===== src/rtl/u712_chipset_cycle_sequencer_pkg.sv =====
`default_nettype none
// ---------------------------------------------------------------------------
// | Module : u712_chipset_cycle_sequencer_pkg                                |
// | Brief  : Shared encodings and per-word-cycle decode helpers for the      |
// |          chipset cycle sequencer.                                        |
// | Rev    : 1.0  initial release                                            |
// ---------------------------------------------------------------------------
package u712_chipset_cycle_sequencer_pkg;

  // CPU SIZ encodings (68040)
  localparam logic [1:0] SIZ_LONG = 2'b00;
  localparam logic [1:0] SIZ_BYTE = 2'b01;
  localparam logic [1:0] SIZ_WORD = 2'b10;
  localparam logic [1:0] SIZ_LINE = 2'b11;

  // Per-cycle size handed to the byte-enable block
  localparam logic [1:0] CSIZ_NONE = 2'b00;
  localparam logic [1:0] CSIZ_BYTE = 2'b01;
  localparam logic [1:0] CSIZ_WORD = 2'b10;

  typedef enum logic [2:0] {
    ST_IDLE     = 3'd0,
    ST_STROBE   = 3'd1,
    ST_WAIT_ACK = 3'd2,
    ST_GAP      = 3'd3,
    ST_DONE     = 3'd4,
    ST_ABORT    = 3'd5
  } seq_state_t;

  // Number of 16-bit chipset cycles one CPU transfer expands into.
  function automatic logic [3:0] word_count(input logic [1:0] siz);
    logic [3:0] n;
    case (siz)
      SIZ_BYTE: n = 4'd1;
      SIZ_WORD: n = 4'd1;
      SIZ_LONG: n = 4'd2;
      default:  n = 4'd8;
    endcase
    return n;
  endfunction

  // Chipset address of the current word cycle. Long/line cycles walk
  // longword index lw (mod 4) and the half within it (0 = high word).
  function automatic logic [3:0] cycle_addr(input logic [1:0] siz, input logic [3:0] a,
                                            input logic [1:0] lw, input logic half);
    logic [3:0] r;
    case (siz)
      SIZ_BYTE: r = a;
      SIZ_WORD: r = {a[3:1], 1'b0};
      default:  r = {lw, half, 1'b0};
    endcase
    return r;
  endfunction

  // CPU data lane: high word lives at even word offsets.
  function automatic logic cycle_hi(input logic [1:0] siz, input logic [3:0] a,
                                    input logic half);
    logic r;
    if (siz == SIZ_BYTE || siz == SIZ_WORD) r = ~a[1];
    else r = ~half;
    return r;
  endfunction

  function automatic logic [1:0] cycle_size(input logic [1:0] siz);
    return (siz == SIZ_BYTE) ? CSIZ_BYTE : CSIZ_WORD;
  endfunction

endpackage
`default_nettype wire


===== src/rtl/u712_chipset_cycle_sequencer_if.sv =====
`default_nettype none
// ---------------------------------------------------------------------------
// | Module : u712_chipset_cycle_sequencer_if                                 |
// | Brief  : CPU-request / chipset-cycle signal bundle for the sequencer.    |
// | Rev    : 1.0  initial release                                            |
// ---------------------------------------------------------------------------
interface u712_chipset_cycle_sequencer_if;
  logic       req;
  logic [3:0] a;
  logic [1:0] siz;
  logic       chip_ack;
  logic [3:0] chip_a;
  logic [1:0] chip_siz;
  logic       ds_en;
  logic       hi_word;
  logic       cpu_ta;
  logic       cpu_tea;
  logic       busy;

  // master: CPU decode / chipset timing side driving requests and acks
  modport master (
    output req, a, siz, chip_ack,
    input  chip_a, chip_siz, ds_en, hi_word, cpu_ta, cpu_tea, busy
  );

  // slave: the sequencer itself
  modport slave (
    input  req, a, siz, chip_ack,
    output chip_a, chip_siz, ds_en, hi_word, cpu_ta, cpu_tea, busy
  );
endinterface
`default_nettype wire


===== src/rtl/u712_cycle_timeout.sv =====
`default_nettype none
// ---------------------------------------------------------------------------
// | Module : u712_cycle_timeout                                              |
// | Brief  : 8-bit clear/enable counter flagging the cycle on which the      |
// |          count reaches TIMEOUT_CYCLES.                                   |
// | Rev    : 1.0  initial release                                            |
// ---------------------------------------------------------------------------
module u712_cycle_timeout #(
  parameter int TIMEOUT_CYCLES = 255
) (
  input  logic clk,
  input  logic rst,
  input  logic clear,
  input  logic enable,
  output logic expired
);

  logic [7:0] count;

  // Count enabled cycles; saturate so a stuck enable never wraps.
  always_ff @(posedge clk) begin
    if (rst || clear) count <= 8'd0;
    else if (enable && count != 8'hFF) count <= count + 8'd1;
  end

  // Flags the enabled cycle whose increment brings the count to the limit.
  assign expired = enable && (({1'b0, count} + 9'd1) == 9'(TIMEOUT_CYCLES));

endmodule
`default_nettype wire


===== src/rtl/u712_chipset_cycle_sequencer.sv =====
`default_nettype none
// ---------------------------------------------------------------------------
// | Module : u712_chipset_cycle_sequencer                                    |
// | Brief  : Splits one 68040 chipset-space transfer into 16-bit chipset     |
// |          word cycles, sequences DS_EN and returns TA/TEA to the CPU.     |
// | Rev    : 1.0  initial release                                            |
// ---------------------------------------------------------------------------
module u712_chipset_cycle_sequencer
  import u712_chipset_cycle_sequencer_pkg::*;
#(
  parameter int TIMEOUT_CYCLES = 255,
  parameter int GAP_CYCLES     = 1
) (
  input  logic                                clk40,
  input  logic                                reset,
  u712_chipset_cycle_sequencer_if.slave       bus
);

  localparam logic [1:0] GAP_LAST = (GAP_CYCLES > 0) ? 2'(GAP_CYCLES - 1) : 2'd0;

  seq_state_t state, next_state;

  // Latched request and walking counters
  logic [3:0] a_q, a_d;
  logic [1:0] siz_q, siz_d;
  logic [1:0] lw_q, lw_d;
  logic       half_q, half_d;
  logic [3:0] words_q, words_d;
  logic [1:0] gap_q, gap_d;

  // Registered outputs
  logic [3:0] chip_a_q, chip_a_d;
  logic [1:0] chip_siz_q, chip_siz_d;
  logic       hi_word_q, hi_word_d;
  logic       ds_en_q, ds_en_d;
  logic       ta_q, ta_d;
  logic       tea_q, tea_d;
  logic       busy_q, busy_d;

  logic       expired;

  u712_cycle_timeout #(
    .TIMEOUT_CYCLES (TIMEOUT_CYCLES)
  ) u_timeout (
    .clk     (clk40),
    .rst     (reset),
    .clear   (state == ST_STROBE),
    .enable  (state == ST_WAIT_ACK),
    .expired (expired)
  );

  // State register plus all registered counters and outputs.
  always_ff @(posedge clk40) begin
    if (reset) begin
      state      <= ST_IDLE;
      a_q        <= 4'd0;
      siz_q      <= 2'd0;
      lw_q       <= 2'd0;
      half_q     <= 1'b0;
      words_q    <= 4'd0;
      gap_q      <= 2'd0;
      chip_a_q   <= 4'd0;
      chip_siz_q <= CSIZ_NONE;
      hi_word_q  <= 1'b0;
      ds_en_q    <= 1'b0;
      ta_q       <= 1'b0;
      tea_q      <= 1'b0;
      busy_q     <= 1'b0;
    end else begin
      state      <= next_state;
      a_q        <= a_d;
      siz_q      <= siz_d;
      lw_q       <= lw_d;
      half_q     <= half_d;
      words_q    <= words_d;
      gap_q      <= gap_d;
      chip_a_q   <= chip_a_d;
      chip_siz_q <= chip_siz_d;
      hi_word_q  <= hi_word_d;
      ds_en_q    <= ds_en_d;
      ta_q       <= ta_d;
      tea_q      <= tea_d;
      busy_q     <= busy_d;
    end
  end

  // Next-state decode; an ack on the expiry cycle takes priority over abort.
  always_comb begin
    next_state = state;
    case (state)
      ST_IDLE:     if (bus.req) next_state = ST_STROBE;
      ST_STROBE:   next_state = ST_WAIT_ACK;
      ST_WAIT_ACK: begin
        if (bus.chip_ack) begin
          if (words_q == 4'd1)      next_state = ST_DONE;
          else if (GAP_CYCLES == 0) next_state = ST_STROBE;
          else                      next_state = ST_GAP;
        end else if (expired) begin
          next_state = ST_ABORT;
        end
      end
      ST_GAP:      if (gap_q == GAP_LAST) next_state = ST_STROBE;
      ST_DONE:     next_state = ST_IDLE;
      ST_ABORT:    next_state = ST_IDLE;
      default:     next_state = ST_IDLE;
    endcase
  end

  // Counter updates and next output values. The cycle address/lane/size
  // only load on entry to STROBE, so they stay frozen while DS_EN is high.
  always_comb begin
    a_d        = a_q;
    siz_d      = siz_q;
    lw_d       = lw_q;
    half_d     = half_q;
    words_d    = words_q;
    gap_d      = 2'd0;
    chip_a_d   = chip_a_q;
    chip_siz_d = chip_siz_q;
    hi_word_d  = hi_word_q;
    ta_d       = 1'b0;
    case (state)
      ST_IDLE: begin
        if (bus.req) begin
          a_d     = bus.a;
          siz_d   = bus.siz;
          lw_d    = bus.a[3:2];
          half_d  = 1'b0;
          words_d = word_count(bus.siz);
        end
      end
      ST_WAIT_ACK: begin
        if (bus.chip_ack) begin
          words_d = words_q - 4'd1;
          half_d  = ~half_q;
          if (half_q) lw_d = lw_q + 2'd1;
          // A beat completes on every ack for byte/word, on the low half otherwise.
          ta_d = (siz_q == SIZ_BYTE) || (siz_q == SIZ_WORD) || half_q;
        end
      end
      ST_GAP:  gap_d = gap_q + 2'd1;
      default: ;
    endcase
    if (next_state == ST_STROBE) begin
      chip_a_d   = cycle_addr(siz_d, a_d, lw_d, half_d);
      chip_siz_d = cycle_size(siz_d);
      hi_word_d  = cycle_hi(siz_d, a_d, half_d);
    end
    ds_en_d = (next_state == ST_STROBE) || (next_state == ST_WAIT_ACK);
    tea_d   = (next_state == ST_ABORT);
    busy_d  = (next_state != ST_IDLE);
  end

  assign bus.chip_a   = chip_a_q;
  assign bus.chip_siz = chip_siz_q;
  assign bus.hi_word  = hi_word_q;
  assign bus.ds_en    = ds_en_q;
  assign bus.cpu_ta   = ta_q;
  assign bus.cpu_tea  = tea_q;
  assign bus.busy     = busy_q;

endmodule
`default_nettype wire


===== src/flat_wrapper.sv =====
// flat-port wrapper written by rule: the top's interface ports become plain ports
module u712_chipset_cycle_sequencer_flat import u712_chipset_cycle_sequencer_pkg::*;
#(
  parameter int TIMEOUT_CYCLES = 255,
  parameter int GAP_CYCLES     = 1
)
  (clk40, reset, bus_req, bus_a, bus_siz, bus_chip_ack, bus_chip_a, bus_chip_siz, bus_ds_en, bus_hi_word, bus_cpu_ta, bus_cpu_tea, bus_busy);
  u712_chipset_cycle_sequencer_if bus_i ();
  input  logic clk40;
  input  logic reset;
  input wire logic [$bits(bus_i.req)-1:0] bus_req;
  input wire logic [$bits(bus_i.a)-1:0] bus_a;
  input wire logic [$bits(bus_i.siz)-1:0] bus_siz;
  input wire logic [$bits(bus_i.chip_ack)-1:0] bus_chip_ack;
  output wire logic [$bits(bus_i.chip_a)-1:0] bus_chip_a;
  output wire logic [$bits(bus_i.chip_siz)-1:0] bus_chip_siz;
  output wire logic [$bits(bus_i.ds_en)-1:0] bus_ds_en;
  output wire logic [$bits(bus_i.hi_word)-1:0] bus_hi_word;
  output wire logic [$bits(bus_i.cpu_ta)-1:0] bus_cpu_ta;
  output wire logic [$bits(bus_i.cpu_tea)-1:0] bus_cpu_tea;
  output wire logic [$bits(bus_i.busy)-1:0] bus_busy;
  assign bus_i.req = bus_req;
  assign bus_i.a = bus_a;
  assign bus_i.siz = bus_siz;
  assign bus_i.chip_ack = bus_chip_ack;
  assign bus_chip_a = bus_i.chip_a;
  assign bus_chip_siz = bus_i.chip_siz;
  assign bus_ds_en = bus_i.ds_en;
  assign bus_hi_word = bus_i.hi_word;
  assign bus_cpu_ta = bus_i.cpu_ta;
  assign bus_cpu_tea = bus_i.cpu_tea;
  assign bus_busy = bus_i.busy;
  u712_chipset_cycle_sequencer #(.TIMEOUT_CYCLES(TIMEOUT_CYCLES), .GAP_CYCLES(GAP_CYCLES)) u_core (.clk40(clk40), .reset(reset), .bus(bus_i));
endmodule

===== config.mk =====
export PLATFORM = sky130hd
export DESIGN_NAME = u712_chipset_cycle_sequencer_flat
export DESIGN_NICKNAME = d
export VERILOG_FILES = /design/src/rtl/u712_chipset_cycle_sequencer_pkg.sv /design/src/rtl/u712_chipset_cycle_sequencer_if.sv /design/src/rtl/u712_cycle_timeout.sv /design/src/rtl/u712_chipset_cycle_sequencer.sv /design/src/flat_wrapper.sv
export SDC_FILE = /design/constraint.sdc
export NUM_CORES = 1
export LEC_CHECK = 0
export BUFFER_PORTS_ARGS = -buffer_cell sky130_fd_sc_hd__buf_2
export CAP_MARGIN = 20
export CORE_MARGIN = 2
export CORE_UTILIZATION = 52
export DETAILED_ROUTE_END_ITERATION = 10
export GPL_TIMING_DRIVEN = 0
export PLACE_DENSITY = 0.75
export SLEW_MARGIN = 40
export SYNTH_ARGS = -nofsm -noshare
export SYNTH_HDL_FRONTEND = slang
export SYNTH_HIERARCHICAL = 1
export SYNTH_SLANG_ARGS = --single-unit

===== constraint.sdc =====
create_clock -name clk40 -period 2.1 [get_ports clk40]
set_input_delay 0.105 -clock clk40 [delete_from_list [all_inputs] [get_ports clk40]]
set_output_delay 0.105 -clock clk40 [all_outputs]
set_load 0.01 [all_outputs]

; Word level (Yosys, flattened, before mapping)
; Index checks and enable logic that the tools add are counted.
[classes]
mul = 0
addsub = 5
bitwise_logic = 6
n_div = 0
n_lt_le_gt_ge = 0
n_reduce_logical = 16
eq_ne = 17
shift = 0
mux = 24
[op_table]
columns = op, count
row1 = $pmux W4 S2, 3
row2 = $mux W4, 4
row3 = $mux W3, 5
row4 = $mux W2, 6
row5 = $pmux W3 S4, 1
row6 = $add A8 B1 Y9 const B, 1
row7 = $eq A3 B2 Y1 const B, 3
row8 = $eq A9 B8 Y1 const B, 1
row9 = $add A8 B1 Y8 const B, 1
row10 = $ne A8 B8 Y1 const B, 1
row11 = $eq A2 B1 Y1 const B, 3
row12 = $eq A2 B2 Y1 const B, 3
row13 = $eq A3 B1 Y1 const B, 2
row14 = $not A1 Y1, 6
row15 = $logic_or A1 B1 Y1, 5
row16 = $add A2 B1 Y2 const B, 2
row17 = $eq A4 B1 Y1 const B, 1
row18 = $logic_not A2 Y1, 2
row19 = $ne A2 B2 Y1 const B, 2
row20 = $pmux W2 S2, 1
row21 = $reduce_or A2 Y1, 2
row22 = $sub A4 B1 Y4 const B, 1
row23 = $eq A3 B3 Y1 const B, 1
row24 = $logic_not A3 Y1, 1
row25 = 7 further kinds, 10
[word_totals]
out_inout_bits = 11
romBits = 0
mem_count = 0
elab_cells = 83
latchBits = 0
mem_bits_rw = 0
ff_bits = 37

; Longest topological paths before layout
[depth]
ltp_word = 8
ltp_mapped = 10

; Hierarchy
; The synthesis kept the hierarchy.
[by_module_without_submodules]
columns = mod, area_per_inst_um2, cells_per_inst, n_inst, seq_area_each_um2
row1 = u712_chipset_cycle_sequencer, 1480.2, 168, 1, 580.6
row2 = u712_cycle_timeout, 513.0, 67, 1, 160.2

; Least setup slack after synthesis
; No wires, ideal clock.
[synth_timing]
path_type = reg-to-reg
start = register u_core.state[1]
end = register u_core.ds_en_q, in the netlist u_core/bus.ds_en
path_slack_ns = -0.143
required_ns = 1.984
period_less_slack_ns = 2.243
stages_incl_launch_ff = 11
n_path_buf = 2
setup_ns = 0.116
arrival_time_ns = 2.128
path_cell_list = dfxtp_1 > buf_6 > or3b_1 > buf_2 > inv_1 > o21ai_2 > nor4_1 > nand2b_1 > a32oi_1 > xor2_1 > nor2_1
[synth_between]
elab_chain_cells = 7
[synth_lines]
columns = element, line
row1 = "start, declared", u712_chipset_cycle_sequencer.sv:21  ; seq_state_t state, next_state;
row2 = "start signal, assigned", u712_chipset_cycle_sequencer.sv:70  ; state <= next_state;
row3 = $eq A3 B2 Y1 (*), u712_chipset_cycle_sequencer.sv:48  ; .enable (state == ST_WAIT_ACK),
row4 = $logic_and A1 B1 Y1 (*), u712_cycle_timeout.sv:27  ; assign expired = enable && (({1'b0, count} + 9'd1) == 9'(TIMEOUT_CYCLES));
row5 = via u_core.expired, u712_chipset_cycle_sequencer.sv:40  ; logic expired;
row6 = $mux W3 (*), u712_chipset_cycle_sequencer.sv:98  ; end else if (expired) begin
row7 = $mux W3 (*), u712_chipset_cycle_sequencer.sv:94  ; if (bus.chip_ack) begin
row8 = $pmux W3 S4 (*), u712_chipset_cycle_sequencer.sv:90  ; case (state)
row9 = $eq A3 B1 Y1 or $eq A3 B2 Y1 (tied branches), u712_chipset_cycle_sequencer.sv:149  ; ds_en_d = (next_state == ST_STROBE) || (next_state == ST_WAIT_ACK);
row10 = $logic_or A1 B1 Y1 (*), u712_chipset_cycle_sequencer.sv:149
row11 = "end signal, assigned", u712_chipset_cycle_sequencer.sv:80  ; ds_en_q <= ds_en_d;
row12 = "end, declared", u712_chipset_cycle_sequencer.sv:35  ; logic ds_en_q, ds_en_d;
; Mark *: on every way through the listed nets, which the timed path passes. The rest lies on a longest branch.
; A chain may end at the register's enable or synchronous reset.

; Final worst setup path
[layout_timing]
start = register u_core.state[1]
end = register u_core.tea_q, in the netlist u_core/bus.cpu_tea
[layout_between]
elab_chain_cells = 6
[layout_lines]
columns = element, line
row1 = $eq A3 B2 Y1, u712_chipset_cycle_sequencer.sv:48
row2 = $logic_and A1 B1 Y1, u712_cycle_timeout.sv:27
row3 = via u_core.expired, u712_chipset_cycle_sequencer.sv:40
row4 = $mux W3, u712_chipset_cycle_sequencer.sv:98
row5 = $mux W3, u712_chipset_cycle_sequencer.sv:94
row6 = $pmux W3 S4, u712_chipset_cycle_sequencer.sv:90
row7 = $eq A3 B3 Y1, u712_chipset_cycle_sequencer.sv:150  ; tea_d = (next_state == ST_ABORT);
row8 = "end signal, assigned", u712_chipset_cycle_sequencer.sv:82  ; tea_q <= tea_d;
row9 = "end, declared", u712_chipset_cycle_sequencer.sv:37  ; logic tea_q, tea_d;
; The timed path passes the listed nets, and every way through them passes these cells.

==> qor.txt <==
RUN STATUS
--------------------------------------------------------------------------------------------------
Outcome                                                                               complete, but fails checks
Failing checks                                                                        negative setup slack

YOSYS
--------------------------------------------------------------------------------------------------
Dominant cells by area after synthesis                                                sky130_fd_sc_hd__dfxtp_1 (37%), sky130_fd_sc_hd__ha_1 (5.6%), sky130_fd_sc_hd__mux2i_1 (4.5%)
Post-synth top area cell                                                              sky130_fd_sc_hd__dfxtp_1
Average instance area after synthesis                                                     8.48 um2
Synthesized netlist cell count                                                                 235
Fraction of synthesized cell area taken by the top area cell type                            37.2%
Most used DFF post-synth                                                              sky130_fd_sc_hd__dfxtp_1
Yosys warns                                                                                      6
Post-synthesis instance area                                                              1990 um2
EDFF count, synth                                                                                0
Synth async-reset ratio                                                                         0%
Unique cell type count in the Yosys netlist                                                     50
Cell with the most instances after synthesis                                          sky130_fd_sc_hd__dfxtp_1
Top cells by instance count after synthesis                                           sky130_fd_sc_hd__dfxtp_1 (37), sky130_fd_sc_hd__nor2_1 (22), sky130_fd_sc_hd__nand2_1 (17), sky130_fd_sc_hd__inv_1 (16)
Synth Register Bits                                                                             37
Sequential fraction of the synthesis area                                                    37.2%
Post-synthesis net count                                                                       254

PLACE
--------------------------------------------------------------------------------------------------
Last weighted congestion value of the routability-driven placer                              0.927
Number of buffers added on ports                                                                20
HPWL after detailed placement                                                              2.94 mm
Instance area at placement                                                                2160 um2

CRITICAL PATH
--------------------------------------------------------------------------------------------------
Sort of element at the end of the critical path                                          flip-flop
Arrival time at the worst endpoint                                                         2.37 ns
Peak fanout along the critical path                                                              7
Reg2reg setup slack                                                                       -0.04 ns
Startpoint-to-endpoint class of the critical path                                       reg -> reg
Start of the worst register-to-register path                                          u_core/state[1]$_SDFF_PP0_
Max incr delay on CP                                                                       0.39 ns
Required time of the critical path                                                         2.32 ns
Critical-path cell with the highest stage delay                                       sky130_fd_sc_hd__or3b_4
Crit start category                                                                      flip-flop
Cells along the critical path                                                         buf_6 -> or3b_4 -> buf_6 -> inv_4 -> o21ai_4 -> nor4_4 -> o21ai_1 -> o211ai_1 -> nand2b_1 -> nor2b_1
R2R cell count                                                                                  10
Capturing point of the worst reg2reg path                                             u_core/bus.cpu_tea$_SDFF_PP0_
Critical path's most frequent cell                                                    sky130_fd_sc_hd__buf_6

PWR
--------------------------------------------------------------------------------------------------
Net Sw Frac                                                                                  27.9%
Power Density                                                                           763 nW/um2
Leakage power                                                                          0.000991 uW
Psw                                                                                         517 uW
VDD IR max                                                                              0.000475 V
Clk network pwr share                                                                        34.0%
Combinational cell fraction of total power                                                   23.4%
Internal portion of total power                                                            1340 uW
Seq pwr share                                                                                42.6%

TIMING
--------------------------------------------------------------------------------------------------
Clock period minus final worst setup slack                                                 2.14 ns
Relative slew slack                                                                          64.7%
Setup repair after global routing missed its margin                                           true
Worst hold slack after final layout                                                      0.0876 ns
Slew of the pin with the lowest slew margin                                               0.529 ns
Final worst path period share                                                                 102%
Maximum frequency from static timing analysis                                              467 MHz
Endpoints failing hold                                                                           0
Final slew viol count                                                                            0
Clock Skews                                                                             0.00815 ns
Setup Viol. Count Final                                                                          2
Smallest setup slack after layout                                                       -0.0429 ns

FLOORPLANNING
--------------------------------------------------------------------------------------------------
Die outline width                                                                          65.9 um
Row Count                                                                                       22
Initial Utilization                                                                          54.4%
Die area                                                                                  4340 um2
Die Y                                                                                      65.9 um
Placeable core region                                                                     3660 um2
Boundary pin count                                                                              21

GLOBAL ROUTING
--------------------------------------------------------------------------------------------------
Tot GR Track Use                                                                             22.4%
Number of global-route vias before repair                                                     1577
Total grt overflow                                                                               0
Antenna violations before repair                                                                 0
Wire length of the first global-routing pass                                               7.35 mm
Largest net degree at the start of global routing                                               12

DETAILED ROUTING
--------------------------------------------------------------------------------------------------
Detailed-route wire length                                                                 4.49 mm
Via density per instance                                                                      5.54
Average wire length per cell after detail routing                                          14.2 um
Via count                                                                                     1751
Count of unresolved DRC violations after routing                                                 0
Number of violations reported at the end of detailed-routing iteration 0                       122
Number of nets with antenna violations after detailed routing                                    0
Number of detailed-routing iterations run before antenna repair                                  4

RUN
--------------------------------------------------------------------------------------------------
Max-capacitance violation count                                                                  0

CTS
--------------------------------------------------------------------------------------------------
Inserted Clock Buffers                                                                           5
Clock tree from TritonCTS                                                                     done
Clock latency on the worst-skew pair                                                       0.29 ns
H-tree levels                                                                                    2
Root buffer cell                                                                      sky130_fd_sc_hd__clkbuf_8
Buffer levels on the longest clock path                                                          2
Post-CTS Hold Fix Bufs                                                                           0
CTS sink cnt                                                                                    37
Clock transition time at the flip-flop clock pins of the worst setup and hold paths        0.07 ns

WORST HOLD PATH
--------------------------------------------------------------------------------------------------
HP Class                                                                                 in -> reg
Number of instances on the worst hold path                                                       3
Launch point of the worst hold path                                                       bus_a[2]
Worst-case hold path end point                                                        u_core/a_q[2]$_SDFF_PP0_

CELLS AND AREA
--------------------------------------------------------------------------------------------------
Final net count                                                                                286
Area Growth Syn to Fin                                                                       22.2%
Area of all placed cells without fillers                                                  2430 um2
Diodes inserted                                                                                  0
Layout cell share with drive strength beyond 1                                               26.5%

flip-flops by register name, summed over array words and instances (netlist names):
signal / cells
u_core/siz_q: 2
u_core/gap_q: 2
u_core/bus.hi_word: 1
u_core/bus.chip_siz: 2
u_core/u_timeout/count: 8
u_core/half_q: 1
u_core/lw_q: 2
u_core/bus.busy: 1
u_core/bus.ds_en: 1
u_core/bus.chip_a: 4
u_core/words_q: 4
u_core/bus.cpu_tea: 1
u_core/state: 3
u_core/a_q: 4
u_core/bus.cpu_ta: 1
layout by cell type (no fill, tap or decap), types with 4 or more instances in the layout:
| cell | instances |
|---|---|
| sky130_fd_sc_hd__clkbuf_1 | 4 |
| sky130_fd_sc_hd__ha_1 | 6 |
| sky130_fd_sc_hd__inv_1 | 13 |
| sky130_fd_sc_hd__nand2b_1 | 5 |
| sky130_fd_sc_hd__dfxtp_1 | 35 |
| sky130_fd_sc_hd__o211ai_1 | 4 |
| sky130_fd_sc_hd__clkbuf_8 | 6 |
| sky130_fd_sc_hd__a31oi_1 | 7 |
| sky130_fd_sc_hd__o21ai_0 | 11 |
| sky130_fd_sc_hd__buf_6 | 4 |
| sky130_fd_sc_hd__buf_4 | 6 |
| sky130_fd_sc_hd__nor3_1 | 9 |
| sky130_fd_sc_hd__nand3_1 | 6 |
| sky130_fd_sc_hd__nand2_1 | 17 |
| sky130_fd_sc_hd__buf_2 | 24 |
| sky130_fd_sc_hd__mux2i_1 | 7 |
| sky130_fd_sc_hd__a21oi_1 | 11 |
| sky130_fd_sc_hd__nor2_1 | 21 |
timing repair:
| item | 4_1_cts | 5_1_grt |
|---|---|---|
| pin swaps | 3 | 7 |
| setup buffers | 2 | 5 |
| setup endpoints to repair | 10 | 8 |
| gates resized for setup | 13 | 17 |
| gates cloned | 0 | 0 |
| endpoints found under the hold margin | 0 | 0 |
metal layers:
layer | share of wire [%] | GRT usage (%) | vias to the layer above
li1 | - | - | 895
met1 | 49 | 30.8 | 808
met2 | 45 | 32.7 | 42
met3 | 4.3 | 6.47 | 6
met4 | 1.3 | 9.38 | 0
met5 | 0 | 0 | -
logic make-up (layout without fill, tap and decap cells):
logic type / count (synthesis) / in the layout / synth area share, %
adders and majority gates: 9 / 9 / 5.65
AOI/OAI and AO/OA: 53 / 53 / 18.0
xor gates and xnor gates: 6 / 6 / 2.64
muxes: 11 / 11 / 5.65
buffers and inverters: 32 / 65 / 7.09
and+or+nand+nor: 87 / 87 / 23.9
DFF: 37 / 37 / 37.2
worst max-delay path, delay by kind of cell, from the launching register on:
family	cells	cell delay (ns)
simple gates	4	1.01
buf+inv	3	0.32
compound gates	3	0.42
flops	1	0.32
cell type report:
cell class                      instances  area [um2]
Clock buffer                            7        86.3
Fill cell                             299        1230
Clock inverter                          1        30.0
Tap cell                               48        60.1
Inverter                               16        62.6
Multi-Input combinational cell        166        1210
Timing Repair Buffer                   27         156
Buffer                                 14        81.3
Sequential cell                        37         743
power groups by stage:
stage	clock network (uW)	logic, uW	registers, uW
2_1_floorplan	0	257	807
3_3_place_gp	0	355	799
3_5_place_dp	0	360	802
4_1_cts	649	386	788
5_1_grt	680	480	797
6_report	631	435	790
worst max path at each step:
stage	from	end	slack, ns
after floorplan	u_core/state[1]$_SDFF_PP0_	u_core/bus.ds_en$_SDFF_PP0_	0.006
after global routing	u_core/state[1]$_SDFF_PP0_	u_core/bus.ds_en$_SDFF_PP0_	-0.18
after CTS	u_core/state[1]$_SDFF_PP0_	u_core/bus.chip_a[2]$_SDFFE_PP0N_	-0.02
after global placement	u_core/state[1]$_SDFF_PP0_	u_core/bus.ds_en$_SDFF_PP0_	-0.28
after detailed placement	u_core/state[1]$_SDFF_PP0_	u_core/bus.ds_en$_SDFF_PP0_	-0.28
final	u_core/state[1]$_SDFF_PP0_	u_core/bus.cpu_tea$_SDFF_PP0_	-0.04
stage by stage:
stage	total power, uW	setup TNS (ns)	setup slack, ns	std cells	util, %
6_report	1860	-0.0817	-0.0429	316	66.5
5_1_grt	1960	-0.663	-0.178	316	66.5
4_1_cts	1820	-0.0293	-0.0210	311	64.1
3_5_place_dp	1160	-1.32	-0.284	303	59.0
3_3_place_gp	1150	-1.29	-0.283	303	59.0
2_1_floorplan	1060	0	0.00621	235	-
No activity file was read; power rests on OpenSTA's default activity.
